--- src/rtl/tetris_field_store.sv ---
// tetris_field_store
// Holds the Tetris playfield bitmap, FIELD_W columns by FIELD_H rows, one bit
// per cell. The VGA scanner reads it combinationally. Game logic queues row
// writes and clear requests. Those updates are applied only inside a commit
// window that opens after the scanner's end-of-frame pulse, so the visible
// field never changes mid-frame.
//
// Ports:
//   vga_clk, rst_n     pixel clock; asynchronous active-low reset
//   x_coord, y_coord   scanner cell column / row
//   coord_value        cell state at (x_coord, y_coord); 0 when out of range
//   draw_finish        end-of-frame pulse that opens a commit window
//   wr_valid/wr_ready  row-write handshake into the FIFO
//   wr_row, wr_data    target row and contents (bit i = column i)
//   clr_req            request to zero the field in the next window
//   window_open        high while clearing or draining
//   commit_done        one-cycle pulse when a window closes
//   pending_count      FIFO occupancy
module tetris_field_store #(
    parameter int FIELD_W       = 10,
    parameter int FIELD_H       = 20,
    parameter int FIFO_DEPTH    = 4,
    parameter int WINDOW_CYCLES = 1600
) (
    input  logic               vga_clk,
    input  logic               rst_n,
    input  logic [7:0]         x_coord,
    input  logic [7:0]         y_coord,
    output logic               coord_value,
    input  logic               draw_finish,
    input  logic               wr_valid,
    output logic               wr_ready,
    input  logic [4:0]         wr_row,
    input  logic [FIELD_W-1:0] wr_data,
    input  logic               clr_req,
    output logic               window_open,
    output logic               commit_done,
    output logic [2:0]         pending_count
);
    localparam int PTR_W = $clog2(FIFO_DEPTH);
    localparam int CNT_W = (WINDOW_CYCLES > 2) ? $clog2(WINDOW_CYCLES) : 1;
    localparam int COL_W = $clog2(FIELD_W);
    localparam int ROW_W = $clog2(FIELD_H);

    localparam logic [2:0]       DEPTH_C  = 3'(FIFO_DEPTH);
    localparam logic [CNT_W-1:0] WIN_LOAD = CNT_W'(WINDOW_CYCLES - 1);
    localparam logic [CNT_W-1:0] CNT_ONE  = CNT_W'(1);
    localparam logic [PTR_W-1:0] PTR_ONE  = PTR_W'(1);

    typedef enum logic [1:0] {
        ST_IDLE,
        ST_CLEAR,
        ST_DRAIN,
        ST_DONE
    } state_t;

    state_t             state_q, state_d;
    logic [CNT_W-1:0]   win_cnt_q, win_cnt_d;
    logic               clear_pending_q, clear_pending_d;

    // Row-write FIFO
    logic [4:0]         fifo_row_q  [FIFO_DEPTH];
    logic [FIELD_W-1:0] fifo_data_q [FIFO_DEPTH];
    logic [PTR_W-1:0]   wr_ptr_q, rd_ptr_q;
    logic [2:0]         count_q, count_d;
    logic               push, pop;
    logic [4:0]         head_row;
    logic [FIELD_W-1:0] head_data;

    logic [FIELD_W-1:0] grid_rows [FIELD_H];

    assign wr_ready      = (count_q != DEPTH_C);
    assign push          = wr_valid && wr_ready;
    assign pop           = (state_q == ST_DRAIN) && (count_q != 3'd0);
    assign head_row      = fifo_row_q[rd_ptr_q];
    assign head_data     = fifo_data_q[rd_ptr_q];
    assign pending_count = count_q;
    assign window_open   = (state_q == ST_CLEAR) || (state_q == ST_DRAIN);
    assign commit_done   = (state_q == ST_DONE);

    always_comb begin
        count_d = count_q;
        case ({push, pop})
            2'b10:   count_d = count_q + 3'd1;
            2'b01:   count_d = count_q - 3'd1;
            default: count_d = count_q;
        endcase
    end

    // FIFO storage carries no reset; only the pointers and count matter.
    always_ff @(posedge vga_clk) begin
        if (push) begin
            fifo_row_q[wr_ptr_q]  <= wr_row;
            fifo_data_q[wr_ptr_q] <= wr_data;
        end
    end

    always_ff @(posedge vga_clk or negedge rst_n) begin
        if (!rst_n) begin
            wr_ptr_q <= '0;
            rd_ptr_q <= '0;
            count_q  <= '0;
        end else begin
            if (push) wr_ptr_q <= wr_ptr_q + PTR_ONE;
            if (pop)  rd_ptr_q <= rd_ptr_q + PTR_ONE;
            count_q <= count_d;
        end
    end

    // A clear request arriving in the CLEAR cycle itself must survive to the
    // next window, so the set term has priority over the consume term.
    assign clear_pending_d = clr_req | (clear_pending_q & (state_q != ST_CLEAR));

    // The counter is loaded with WINDOW_CYCLES-1 and counts window cycles
    // down; a DRAIN cycle that sees it already at zero is the last cycle of
    // the window, which keeps the window at most WINDOW_CYCLES cycles long.
    always_comb begin
        state_d   = state_q;
        win_cnt_d = win_cnt_q;
        unique case (state_q)
            ST_IDLE: begin
                if (draw_finish) begin
                    win_cnt_d = WIN_LOAD;
                    state_d   = clear_pending_q ? ST_CLEAR : ST_DRAIN;
                end
            end
            ST_CLEAR: begin
                if (win_cnt_q != '0) win_cnt_d = win_cnt_q - CNT_ONE;
                state_d = (win_cnt_q == '0) ? ST_DONE : ST_DRAIN;
            end
            ST_DRAIN: begin
                if (win_cnt_q != '0) win_cnt_d = win_cnt_q - CNT_ONE;
                if (!pop || (win_cnt_q == '0)) state_d = ST_DONE;
            end
            ST_DONE: begin
                state_d = ST_IDLE;
            end
            default: begin
                state_d = ST_IDLE;
            end
        endcase
    end

    always_ff @(posedge vga_clk or negedge rst_n) begin
        if (!rst_n) begin
            state_q         <= ST_IDLE;
            win_cnt_q       <= '0;
            clear_pending_q <= 1'b0;
        end else begin
            state_q         <= state_d;
            win_cnt_q       <= win_cnt_d;
            clear_pending_q <= clear_pending_d;
        end
    end

    // One register per row. A popped entry whose row index is out of range
    // matches no row and is simply dropped.
    genvar gi;
    generate
        for (gi = 0; gi < FIELD_H; gi++) begin : g_row
            logic [FIELD_W-1:0] row_q;
            always_ff @(posedge vga_clk or negedge rst_n) begin
                if (!rst_n) begin
                    row_q <= '0;
                end else if (state_q == ST_CLEAR) begin
                    row_q <= '0;
                end else if (pop && (head_row == 5'(gi))) begin
                    row_q <= head_data;
                end
            end
            assign grid_rows[gi] = row_q;
        end
    endgenerate

    always_comb begin
        coord_value = 1'b0;
        if ((x_coord < 8'(FIELD_W)) && (y_coord < 8'(FIELD_H))) begin
            coord_value = grid_rows[y_coord[ROW_W-1:0]][x_coord[COL_W-1:0]];
        end
    end
endmodule

--- config.mk ---
export PLATFORM = sky130hd
export DESIGN_NAME = tetris_field_store
export DESIGN_NICKNAME = d
export VERILOG_FILES = /design/src/rtl/tetris_field_store.sv
export SDC_FILE = /design/constraint.sdc
export NUM_CORES = 1
export LEC_CHECK = 0
export CAP_MARGIN = 20
export CORE_MARGIN = 2
export CORE_UTILIZATION = 35
export DETAILED_ROUTE_END_ITERATION = 16
export HOLD_SLACK_MARGIN = 0.03
export PLACE_DENSITY_LB_ADDON = 0.12
export SLEW_MARGIN = 20
export SYNTH_ARGS = -nofsm -noshare
export SYNTH_HDL_FRONTEND = slang
export SYNTH_SLANG_ARGS = --single-unit
--- constraint.sdc ---
create_clock -name vga_clk -period 6.75 [get_ports vga_clk]
set_clock_uncertainty 0.15 [all_clocks]
set_input_delay 1.35 -clock vga_clk [delete_from_list [all_inputs] [get_ports vga_clk]]
set_output_delay 1.35 -clock vga_clk [all_outputs]
set_load 0.05 [all_outputs]
### Word-level counts from Yosys, hierarchy flattened

Memories as Yosys holds them, arrays and structs flattened.
Cells that the tools add are included.
Widths: inputs -> output; s select.

* flip-flop bits (word level): 221
* bits in writable memories: 60
* input port bits: 36
* memories: 2

* $add $sub $neg: 5
* magnitude comparators: 4
* equality and inequality tests: 29
* muxes and demuxes: 57
* bitwise logic cells: 3
* reductions and logical operators: 56

Memory list
* fifo_data_q: depth 4, bits a word 10, rd ports 1, clocked after Yosys merged registers in 0, write ports 1, RTL line 63 `logic [FIELD_W-1:0] fifo_data_q [FIFO_DEPTH];`
* fifo_row_q: depth 4, bits a word 5, rd ports 1, clocked after Yosys merged registers in 0, write ports 1, RTL line 62 `logic [4:0] fifo_row_q [FIFO_DEPTH];`

Operators with widths (count)
* $mux 10: 42
* $bmux 10 s5: 1
* $reduce_bool 2->1: 22
* $eq 5x4->1 const B: 8
* $logic_and 1x1->1: 23
* $mux 11: 2
* $pmux 11 s2: 1
* $eq 5x3->1 const B: 4
* $eq 5x5->1 const B: 4
* $logic_not 11->1: 1
* $reduce_bool 11->1: 1
* $sub 11x1->11 const B: 1
* $eq 5x2->1 const B: 2
* $lt 8x4->1 const B: 1
* $lt 8x5->1 const B: 1
* $pmux 2 s4: 1
* $eq 2x2->1 const B: 3
* $ge 6x6->1 const B: 1
* $mux 2: 3
* $ne 2x1->1 const B: 3
* $not 5->6: 1
* $pmux 3 s2: 1
* $eq 5x1->1 const B: 1
* $logic_not 5->1: 1
* other kinds (18): 25

### Longest topological paths before layout

Gate-level depths: netlist of the first run.

* depth after elaboration: 7
* depth in mapped cells: 10
* depth with buffers taken out: 10

### Worst setup path after synthesis of the first run

Ideal clock, no wire load.

* path kind: in2out
* start point: in y_coord[0]
* end point: out coord_value
* data arrival time: 4.335 ns
* data required time: 5.250 ns
* slack: 0.915 ns
* cell stages on the path: 8
* path buffers: 3
* cells stage by stage: buf_2 buf_4 buf_4 nor2_1 or4_1 nand4_1 a22oi_1 o41ai_1

* longest elaborated chain between the ends: 7
* elaborated cells between the ends (all ways): 9
* those cells by class: 1 x order compare; 6 x mux; 1 x bitwise; 1 x reduce/logical

RTL lines
* start, declared: RTL line 28 `input logic [7:0] y_coord,`
* $not 5->6 (implied by the code): RTL line 178 `coord_value = grid_rows[y_coord[ROW_W-1:0]][x_coord[COL_W-1:0]];`
* $bmux 10 s5: RTL line 178
* $mux 10 (implied by the code) (2 in series): RTL line 178
* $bmux 1 s4: RTL line 178
* $mux 1 (implied by the code): RTL line 178
* $mux 1 *: RTL line 177 `if ((x_coord < 8'(FIELD_W)) && (y_coord < 8'(FIELD_H))) begin`
* end, declared: RTL line 29 `output logic coord_value,`

Mark *: on every way between the ends. The rest lies on a longest branch, timed or not. The select of a mux whose other input is x is not followed.

### Final worst setup path of the first run

Ends and elaborated chain as after synthesis.

==> reports/qor.csv, run 1 <==
stage;metric;value;unit
place;gp_routability_congestion;0.814;
clock_network;post_cts.resized_instances;0;
place;dpl.hpwl;20.8;mm
clock_network;cts_root_buf;clkbuf_16;
routing;detail_route.wl_per_cell;20.7;um
worst_setup_path;worst-path-max-fanout;23;
timing;timing.final.crit_period;6020;ps
synthesis;synth-compound-area-share;2.33;%
power;peak_supply_drop;0.000287;V
global_routing;globalRouteOverflowTotal;0;
synthesis;synth.net_count;1100;
worst_setup_path;timing.critical_path.buf_inv;2;
worst_setup_path;crit_arrival;4520;ps
routing;detail_route.iter0.violations;417;
floorplanning;placementRows;71;
worst_setup_path;cpLargestDelayFamily;buffers and inverters;
worst_setup_path;crit_chain;buf_2, mux4_2, mux2i_1, nor3_1, or3_1, a211oi_1, o41ai_1, clkdlybuf4s50_1;
synthesis;yosys_warnings;0;
power;net-switching-power;1.97;mW
timing;final.setup.tns;0;ps
clock_network;cts-buffers-inserted;34;
floorplanning;die_x;199;um
worst_setup_path;endpoint_kind;output pin;
synthesis;yosys.cell_types.count;53;
finish;area_delta_synth_final;14.6;%
power;power.share.clock;32.1;%
place;io_buffer_count;42;
global_routing;grt_util_all_layers;17.5;%
clock_network;cts_setup_buffers;0;
worst_setup_path;critical_path_class;primary input to output pin;
clock_network;clkSlewWorstSetupHoldPaths;60;ps
routing;post_drt_via_cell_ratio;5.08;
routing;detailroute.via_count;8137;
floorplanning;start_util;35.5;%
synthesis;asyncSetResetFlopFracSynth;78.6;%
synthesis;sequential_element_share_of_the_synthesized_area;55.0;%
power;seq_power_share;38.5;%
clock_network;tritoncts;built;
clock_network;clock_insertion_delay_worst_skew;500;ps
finish;drive_above_1_share;13.9;%
synthesis;synth_enable_flop_cells;60;
worst_setup_path;cpMaxStageDelayCell;clkdlybuf4s50_1;
routing;drc;0;
floorplanning;io_pins;43;
worst_setup_path;cpPeakStageDelay;720;ps
clock_network;cts-hold-fix-buffers;0;
timing;maxClockFrequency;166;MHz
synthesis;yosys_register_bits;281;
synthesis;muxShareOfSynthArea;26.9;%
finish;final_net_count;1116;
finish;fillers;3562;
place;place_inst;1543;
run;timing.max_cap.violations;0;
worst_setup_path;worstSetupStartpointType;primary input;
synthesis;synth-adder-area-share;1.18;%
synthesis;synth-simple-area-share;10.6;%
global_routing;antenna_violations_before_repair;0;
global_routing;grt_max_degree;100;
finish;n_antenna_cell;0;
timing;timing.max_slew.rel_slack;24.6;%
synthesis;dominant_combinational_cell_family_by_area_after_synthesis;multiplexers;
global_routing;via_count_of_the_first_global_routing_pass;8314;
clock_network;maximum_level_of_the_cts_h_tree;2;
routing;dr.pass1.iters;4;
timing;setup_repair_after_global_routing_missed_its_margin;false;
clock_network;ctsLongestPathBuffers;3;
routing;routed_wirelength;33.1;mm
power;static-leakage-power;7.29;nW
timing;fin_worst_hold_slack;343;ps
power;post-layout-total-power;5.63;mW
timing;finalMaxSlewViolations;0;
synthesis;synth_flop_cell;dfrtp_1;
synthesis;synth.cell_area;13300;um^2
timing;worstMarginPinSlew;1130;ps
power;power.internal;3.66;mW
power;power_density;369;nW/um^2
finish;finalNonFillerCells;1602;
power;sw_frac_of_total;35.1;%
floorplanning;core-area;37600;um^2
floorplanning;design.die.area;39700;um^2
timing;setup_viol_count_final;0;
worst_setup_path;worst_ep_required_time;5250;ps
floorplanning;fp.dieH;199;um
power;pwr-share-comb;29.5;%
outcome;outcome;completed;
synthesis;synth_area_per_cell;12.7;um^2
routing;remaining_number_of_nets_flagged_by_the_antenna_check_after_routing;0;
timing;finalHoldViolCount;0;
synthesis;post_synth_inst_count;1052;
timing;layout_worst_path_cycle_share;89.2;%
worst_hold_path;hold_class;flop to flop;
synthesis;synthXorXnorAreaFrac;0.854;%
clock_network;cts.sinks;281;
global_routing;grt_first_pass_wirelength;52.3;mm
power by group through the flow:
stage / Combinational (mW) / Sequential, mW / Clock (mW)
detailed placement: 1.69 / 2.20 / 0
finish: 1.66 / 2.17 / 1.81
floorplan: 1.19 / 2.16 / 0
global placement: 1.69 / 2.20 / 0
global route: 1.83 / 2.20 / 1.93
CTS: 1.70 / 2.17 / 1.86
cell usage after synthesis, types with 2 or more instances:
cell type  number  share of area, %
a211oi_1        3              0.17
a21oi_1         6              0.23
a22oi_1         4              0.23
a31oi_1         4              0.19
and2_1          4              0.19
and3_1          6              0.28
buf_1           2             0.056
buf_2          15              0.56
buf_4           9              0.51
buf_6           2              0.17
clkbuf_1       53               1.5
dfrtp_1       221                41
edfxtp_1       60                14
ha_1           11               1.0
inv_1          13              0.37
mux2_2          6              0.51
mux2i_1       219                16
mux4_2         59                10
nand2_1        21              0.59
nand2_2        12              0.56
nand2b_1        4              0.19
nand3_1        11              0.41
nand4_1         4              0.19
nor2_1        221               6.2
nor2_4          2              0.17
nor2b_1        15              0.70
nor3_1          7              0.26
nor4_1          6              0.28
o211ai_1        3              0.17
o21ai_0        11              0.41
o221ai_1        2              0.13
o41ai_1         2              0.13
or2_2           2             0.094
or3_1           2             0.094
xnor2_1         8              0.53
xor2_1          5              0.33
layout make-up:
class                           count  area [um^2]  share of cell area [%]
Clock buffer                       49          968                    6.34
Clock inverter                     10          128                   0.836
Inverter                           13         48.8                   0.319
Multi-Input combinational cell    677         5590                    36.6
Sequential cell                   281         7330                    48.0
Tap cell                          511          639                    4.19
Timing Repair Buffer               61          566                    3.70
registers in the layout, summed over array words and instances (netlist names):
register         cells
win_cnt_q           11
wr_ptr_q             2
g_row.row_q        200
clear_pending_q      1
rd_ptr_q             2
state_q              2
fifo_data_q         40
fifo_row_q          20
pending_count        3
final timing paths:
| kind | start | end | slack [ps] | cells past startpoint |
|---|---|---|---|---|
| hold / removal | clear_pending_q$_DFF_PN0_ | clear_pending_q$_DFF_PN0_ | 340 | 1 |
| max in group asynchronous | rst_n | win_cnt_q[4]$_DFFE_PN0P_ | 4340 | 2 |
| hold reg to reg | clear_pending_q$_DFF_PN0_ | clear_pending_q$_DFF_PN0_ | 340 | 1 |
| setup reg to reg | rd_ptr_q[1]$_DFFE_PN0P_ | g_row[19].row_q[7]$_DFFE_PN0P_ | 3550 | 6 |
| setup / recovery | y_coord[0] | coord_value | 730 | 8 |
| min in group asynchronous | rst_n | g_row[18].row_q[5]$_DFFE_PN0P_ | 710 | 1 |
worst register-to-register path: stages (launching register included):
cell     delay (ps)
dfrtp_1         790
mux4_2          510
nor2_4          210
and3_1          300
and3_1          740
mux2i_1         270
nor2_1           60
kinds of logic after synthesis:
group	Yosys count
AO/OA/AOI/OAI	46
XOR/XNOR	13
adder cells (fa/ha/maj)	12
buffers and inverters	94
flip-flops	281
multiplexers	284
AND/OR/NAND/NOR	322
cells in the final DEF, fill, tap and decap left out, types with 4 or more instances in the layout:
cell	instances
o21ai_0	11
nand2_1	21
nand3_1	11
nor4_1	6
and3_1	6
xnor2_1	8
nand4_1	4
a31oi_1	4
mux4_2	59
a21oi_1	6
nor2b_1	15
mux2_2	6
nand2b_1	4
nand2_2	12
inv_1	13
mux2i_1	219
clkbuf_8	4
edfxtp_1	60
nor2_1	221
nor3_1	7
buf_4	18
and2_1	4
clkdlybuf4s50_1	38
ha_1	10
clkbuf_1	10
clkbuf_16	35
xor2_1	5
dfrtp_1	221
a22oi_1	4
stage by stage:
step	setup WS (ps)	cell area [um^2]	utilization, %
4_1_cts	664	15300	40.6
3_5_place_dp	672	14200	37.7
6_report	727	15300	40.6
2_1_floorplan	915	13300	-
3_3_place_gp	755	14200	37.7
5_1_grt	495	15300	40.6
routing by layer:
metal	GRT usage, %	up-vias	wire length, um
li1	-	3767	-
met1	25.7	4183	16100
met2	27.6	149	15400
met3	2.24	38	1090
met4	3.62	0	540
met5	0	-	0
(Power assumes the default switching activity.)
==> run 2: changes to the inputs <==
Settings changed: RECOVER_POWER set to 50.
==> run 2 against run 1 <==
Net effect: setup slack about the same; largest power group unchanged; the run now ends with capacitance limit, slew limit left; cell count unchanged; clock-buffer cell count unchanged; largest cell class unchanged; clock power about the same.
==> reports/qor.csv, run 2 (same netlist as run 1, synthesis figures left out) <==
stage;metric;value;unit;change
outcome;outcome;complete, but fails checks;;was completed
outcome;violated_checks;capacitance limit, slew limit;;
place;dpl.hpwl;20.8;mm;unchanged
routing;remaining_number_of_nets_flagged_by_the_antenna_check_after_routing;0;;unchanged
clock_network;cts_root_buf;clkbuf_16;;unchanged
global_routing;globalRouteOverflowTotal;0;;unchanged
worst_setup_path;endpoint_kind;output pin;;unchanged
worst_setup_path;worstSetupStartpointType;primary input;;unchanged
worst_hold_path;hp-start;clear_pending_q$_DFF_PN0_;;unchanged
routing;post_drt_via_cell_ratio;5.08;;about the same
place;gp_routability_congestion;0.814;;unchanged
floorplanning;core-area;37600;um^2;unchanged
place;io_buffer_count;42;;unchanged
worst_setup_path;timing.critical_path.buf_inv;2;;unchanged
finish;area_delta_synth_final;14.5;%;was 14.6%
timing;maxClockFrequency;166;MHz;about the same
worst_hold_path;hold_class;flop to flop;;unchanged
floorplanning;die_x;199;um;unchanged
global_routing;antenna_violations_before_repair;0;;unchanged
global_routing;met2_global_route_usage;27.6;%;unchanged
timing;final.setup.tns;0;ps;unchanged
floorplanning;placementRows;71;;unchanged
clock_network;cts-buffers-inserted;34;;unchanged
timing;worstMarginPinSlew;4680;ps;was 1130 ps
global_routing;grt_util_met1;25.7;%;unchanged
finish;most_used_cells_in_the_layout_excluding_fill_and_tap_cells;nor2_1 (221), dfrtp_1 (221), mux2i_1 (219);;unchanged
finish;largest_reg_flops;200;;unchanged
global_routing;grt_util_all_layers;17.5;%;unchanged
finish;final_core_utilization;40.6;%;about the same
clock_network;maximum_level_of_the_cts_h_tree;2;;unchanged
worst_setup_path;minimum_setup_slack_among_reg_to_reg_paths;3540;ps;was 3550 ps
routing;detailroute.via_count;8142;;was 8137
worst_setup_path;cpMaxStageDelayCell;clkdlybuf4s50_1;;unchanged
global_routing;grt_max_degree;100;;unchanged
power;peak_supply_drop;0.000287;V;about the same
timing;setup_viol_count_final;0;;unchanged
clock_network;tritoncts;built;;unchanged
timing;finalMaxSlewViolations;85;;was 0
routing;dr.pass1.iters;4;;unchanged
global_routing;grt-busiest-layer;met2;;unchanged
worst_setup_path;critical_path_class;primary input to output pin;;unchanged
floorplanning;start_util;35.5;%;unchanged
finish;top_regs;g_row.row_q (200), fifo_data_q (40), fifo_row_q (20);;unchanged
finish;final_net_count;1116;;unchanged
floorplanning;design.die.area;39700;um^2;unchanged
clock_network;ctsLongestPathBuffers;3;;unchanged
clock_network;clock_insertion_delay_worst_skew;500;ps;about the same
finish;n_antenna_cell;0;;unchanged
power;post-layout-total-power;5.63;mW;about the same
clock_network;post_cts.resized_instances;0;;unchanged
worst_setup_path;worst-path-max-fanout;9;;was 23
routing;routed_wirelength;33.1;mm;about the same
global_routing;global_route.usage.met3;2.24;%;unchanged
routing;detail_route.iter0.violations;415;;was 417
worst_setup_path;cpPeakStageDelay;900;ps;was 720 ps
clock_network;cts-hold-fix-buffers;0;;unchanged
timing;finalHoldViolCount;0;;unchanged
worst_setup_path;crit_arrival;4520;ps;about the same
worst_setup_path;ff2ff_path_depth;6;;unchanged
clock_network;cts.sinks;281;;unchanged
run;timing.max_cap.violations;1;;was 0
routing;detail_route.wl_per_cell;20.7;um;about the same
timing;timing.max_slew.rel_slack;-212;%;was 24.6%
power;static-leakage-power;7.29;nW;about the same
finish;largest-register;g_row.row_q;;unchanged
floorplanning;fp.dieH;199;um;unchanged
worst_hold_path;worst_hold_path.num_cells;1;;unchanged
clock_network;cts_setup_buffers;0;;unchanged
worst_setup_path;cpLargestDelayFamily;buffers and inverters;;unchanged
worst_setup_path;reg2reg_to;g_row[19].row_q[7]$_DFFE_PN0P_;;unchanged
worst_setup_path;crit_chain;clkdlybuf4s50_1, nor2_1, nand2_1, or4_1, nand4_1, a22oi_1, o41ai_1, clkdlybuf4s50_1;;was buf_2, mux4_2, mux2i_1, nor3_1, or3_1, a211oi_1, o41ai_1, clkdlybuf4s50_1
clock_network;clkSlewWorstSetupHoldPaths;60;ps;about the same
routing;drc;0;;unchanged
worst_setup_path;worst_ep_required_time;5250;ps;about the same
worst_setup_path;regToRegStartpoint;rd_ptr_q[1]$_DFFE_PN0P_;;unchanged
global_routing;via_count_of_the_first_global_routing_pass;8314;;unchanged
worst_setup_path;critical_path.most_common_cell;clkdlybuf4s50_1;;
power;power_density;369;nW/um^2;about the same
finish;drive_above_1_share;13.8;%;was 13.9%
floorplanning;io_pins;43;;unchanged
timing;layout_worst_path_cycle_share;89.2;%;about the same
timing;timing.final.crit_period;6020;ps;about the same
timing;setup_repair_after_global_routing_missed_its_margin;false;;unchanged
worst_hold_path;hold_end;clear_pending_q$_DFF_PN0_;;unchanged
global_routing;grt_first_pass_wirelength;52.3;mm;unchanged
run 2: cell count changes in the layout (fill, tap and decap cells not counted), sizes merged:
cell	delta
buf	-1
dlygate4sd3	+18
clkdlybuf4s50	-18
clkbuf	+1
run 2: per-layer routing:
metal  share of wire [%]  vias up
li1                    -     3766
met5                   0        -
met1                  48     4181
met2                  47      157
met3                 3.6       38
met4                 1.6        0
run 2: worst max path at each step:
| stage | to | startpoint | cells after the start |
|---|---|---|---|
| final | coord_value | y_coord[3] | 8 |
| after global routing | g_row[19].row_q[3]$_DFFE_PN0P_ | rst_n | 2 |
| after CTS | coord_value | y_coord[0] | 9 |
| after detailed placement | coord_value | y_coord[0] | 9 |
| after global placement | coord_value | y_coord[0] | 9 |
| after floorplan | coord_value | y_coord[0] | 8 |
run 2: cell type report:
class	count	area (um^2)
flip-flops and latches	281	7330
clock inverters	10	128
well taps	511	639
multi-input cells	677	5590
repair buffers	61	554
clock buffers	49	968
fillers	3563	22300
inverters	13	48.8
run 2: through the flow:
step	std cells	setup slack, ps	instance area [um^2]	hold slack (ps)
floorplan	1052	915	13300	299
global placement	1543	755	14200	317
detailed placement	1543	672	14200	333
CTS	1602	664	15300	353
global route	1602	343	15300	377
finish	1602	726	15300	343
run 2: report_power, final:
part           total (mW)  internal [mW]  switching (mW)  leakage (nW)
combinational        1.66          0.533            1.12          3.18
sequential           2.17           2.01           0.155          3.57
clock                1.81           1.11           0.696         0.531
run 2: worst register-to-register path, stage by stage, from the launching register on:
cell     delay [ps]
dfrtp_1         790
mux4_2          510
nor2_4          210
and3_1          300
and3_1          750
mux2i_1         280
nor2_1           60
==> run 3: changes to the inputs <==
Settings changed: SLEW_MARGIN 20 to not set.
==> results of run 3 <==
Same layout as run 2: the final DEF is identical, and so are final timing and power.
==> patch: new RTL, settings of run 2 <==
Reset style: synchronous (`rst_n`), changed in 3 clocked blocks. Comments in the files are not updated.
--- a/src/rtl/tetris_field_store.sv
+++ b/src/rtl/tetris_field_store.sv
@@ -97,3 +97,3 @@
 
-    always_ff @(posedge vga_clk or negedge rst_n) begin
+    always_ff @(posedge vga_clk) begin
         if (!rst_n) begin
@@ -143,3 +143,3 @@
 
-    always_ff @(posedge vga_clk or negedge rst_n) begin
+    always_ff @(posedge vga_clk) begin
         if (!rst_n) begin
@@ -161,3 +161,3 @@
             logic [FIELD_W-1:0] row_q;
-            always_ff @(posedge vga_clk or negedge rst_n) begin
+            always_ff @(posedge vga_clk) begin
                 if (!rst_n) begin
Check against the original RTL: differs if rst_n is asserted again (counterexample within 4 cycles, from zero or initial values and one cycle with rst_n low); with rst_n held inactive, the same outputs for 4 cycles.
==> patch against run 2 <==
The flow still finishes with violations (capacitance limit, slew limit); worst hold slack got worse by 5.4 ps; final area decreased by 6.3%; power decreased by 19%; setup slack improved by 570 ps; sequential cell count increased by 2; wire length decreased by 5.3%; synthesized area decreased by 6.8%; utilization decreased by 0.099 points; global-route usage decreased by 0.21 points; critical path depth unchanged; synthesized cell count increased by 2.6%; fmax increased by 11%; largest cell class unchanged.
==> patch: results <==
worst_setup_path:
  r2r-start: "state_q[1]"
  r2r_end: "g_row[11].row_q[1]"
  reg2reg_slack_ps: 2620
  rr_worst_depth: 5
  setup.worst_path.start: "y_coord[2]"
logic_synthesis:
  synth_common_cells: "226 x mux2i_1, 223 x dfxtp_1, 218 x nor2_1"
  synth_ff_type: "dfxtp_1"
  synthMuxAreaShare_pct: 28.3
  ys_seq_area_share_pct: 50.4
  synth_nets: 1128
  async_flop_share_pct: 0
  synthXorXnorAreaFrac_pct: 0.916
  synth_area_leaders: "dfxtp_1 36%, mux2i_1 18%, edfxtp_1 14%, mux4_2 9.8%, nor2_1 6.6%"
  synth_fa_ha_area_share_pct: 1.37
  synthDistinctLibCells: 55
  synth-compound-area-share_pct: 3.80
grt:
  antenna_found_initial: 1
  use_met2_pct: 27.6
  grt_pass1_vias: 7814
  track_usage_pct: 17.3
  use_met1_pct: 24.5
  grtUsageMet3_pct: 2.69
  grt_pass1_wl_um: 48500
pwr:
  p_leak_nw: 5.86
  ir_drop_uv: 185
final_layout:
  clock_area_share_pct: 7.84
  nFillCells: 3408
  nFlopsAndLatches: 283
  sh_seq_area_pct: 43.8
  buf_share_pct: 3.78
  drive_gt1_share_pct: 12.8
  n_all_buffers: 56
  n_all_inverters: 14
  clock_buffers: 51
placed_design:
  gp_congestion: 0.829
  dpl.hpwl_um: 20400
routing:
  firstDrtPassIters: 5
  drtIter0Drc: 403
  via_count: 8003
timing:
  slew_viol_final: 111
run_status:
  violations: "capacitance limit, slew limit"
  status: "complete, but fails checks"
job:
  drv_cap: 2
hold_path:
  min_delay_path_depth: 2
clock_network:
  clock_latency_ps: 520
-- patch: critical path: stages --
cell and delay (ps):
clkdlybuf4s50_1 810, clkinv_1 450, mux4_2 470, nand2b_1 50, a41oi_1 190, o21ai_0 120
a21oi_1 240, buf_4 260
-- patch: per-stage QoR --
stage                     power (mW)  util [%]  instance area (sq um)  std cells  setup WS, ps
after global placement          2.78      37.4                  13200       1517          1310
after CTS                       4.63      40.6                  14300       1576          1270
after global routing            4.76      40.5                  14300       1577          1090
final                           4.55      40.5                  14300       1577          1300
after floorplan                 2.53         -                  12400       1079          1690
after detailed placement        2.78      37.4                  13200       1517          1280
-- patch: power breakdown --
part           internal (mW)  leakage, nW  switching [mW]
clock network           1.11        0.550           0.711
registers               1.82         2.35          0.0702
logic                  0.284         2.96           0.552
total                   3.22         5.86            1.33
-- patch: layer usage --
metal	wire length (um)	vias to the layer above
met4	544	2
met2	14600	132
met3	1140	43
met5	13	-
met1	15100	3963
li1	-	3863
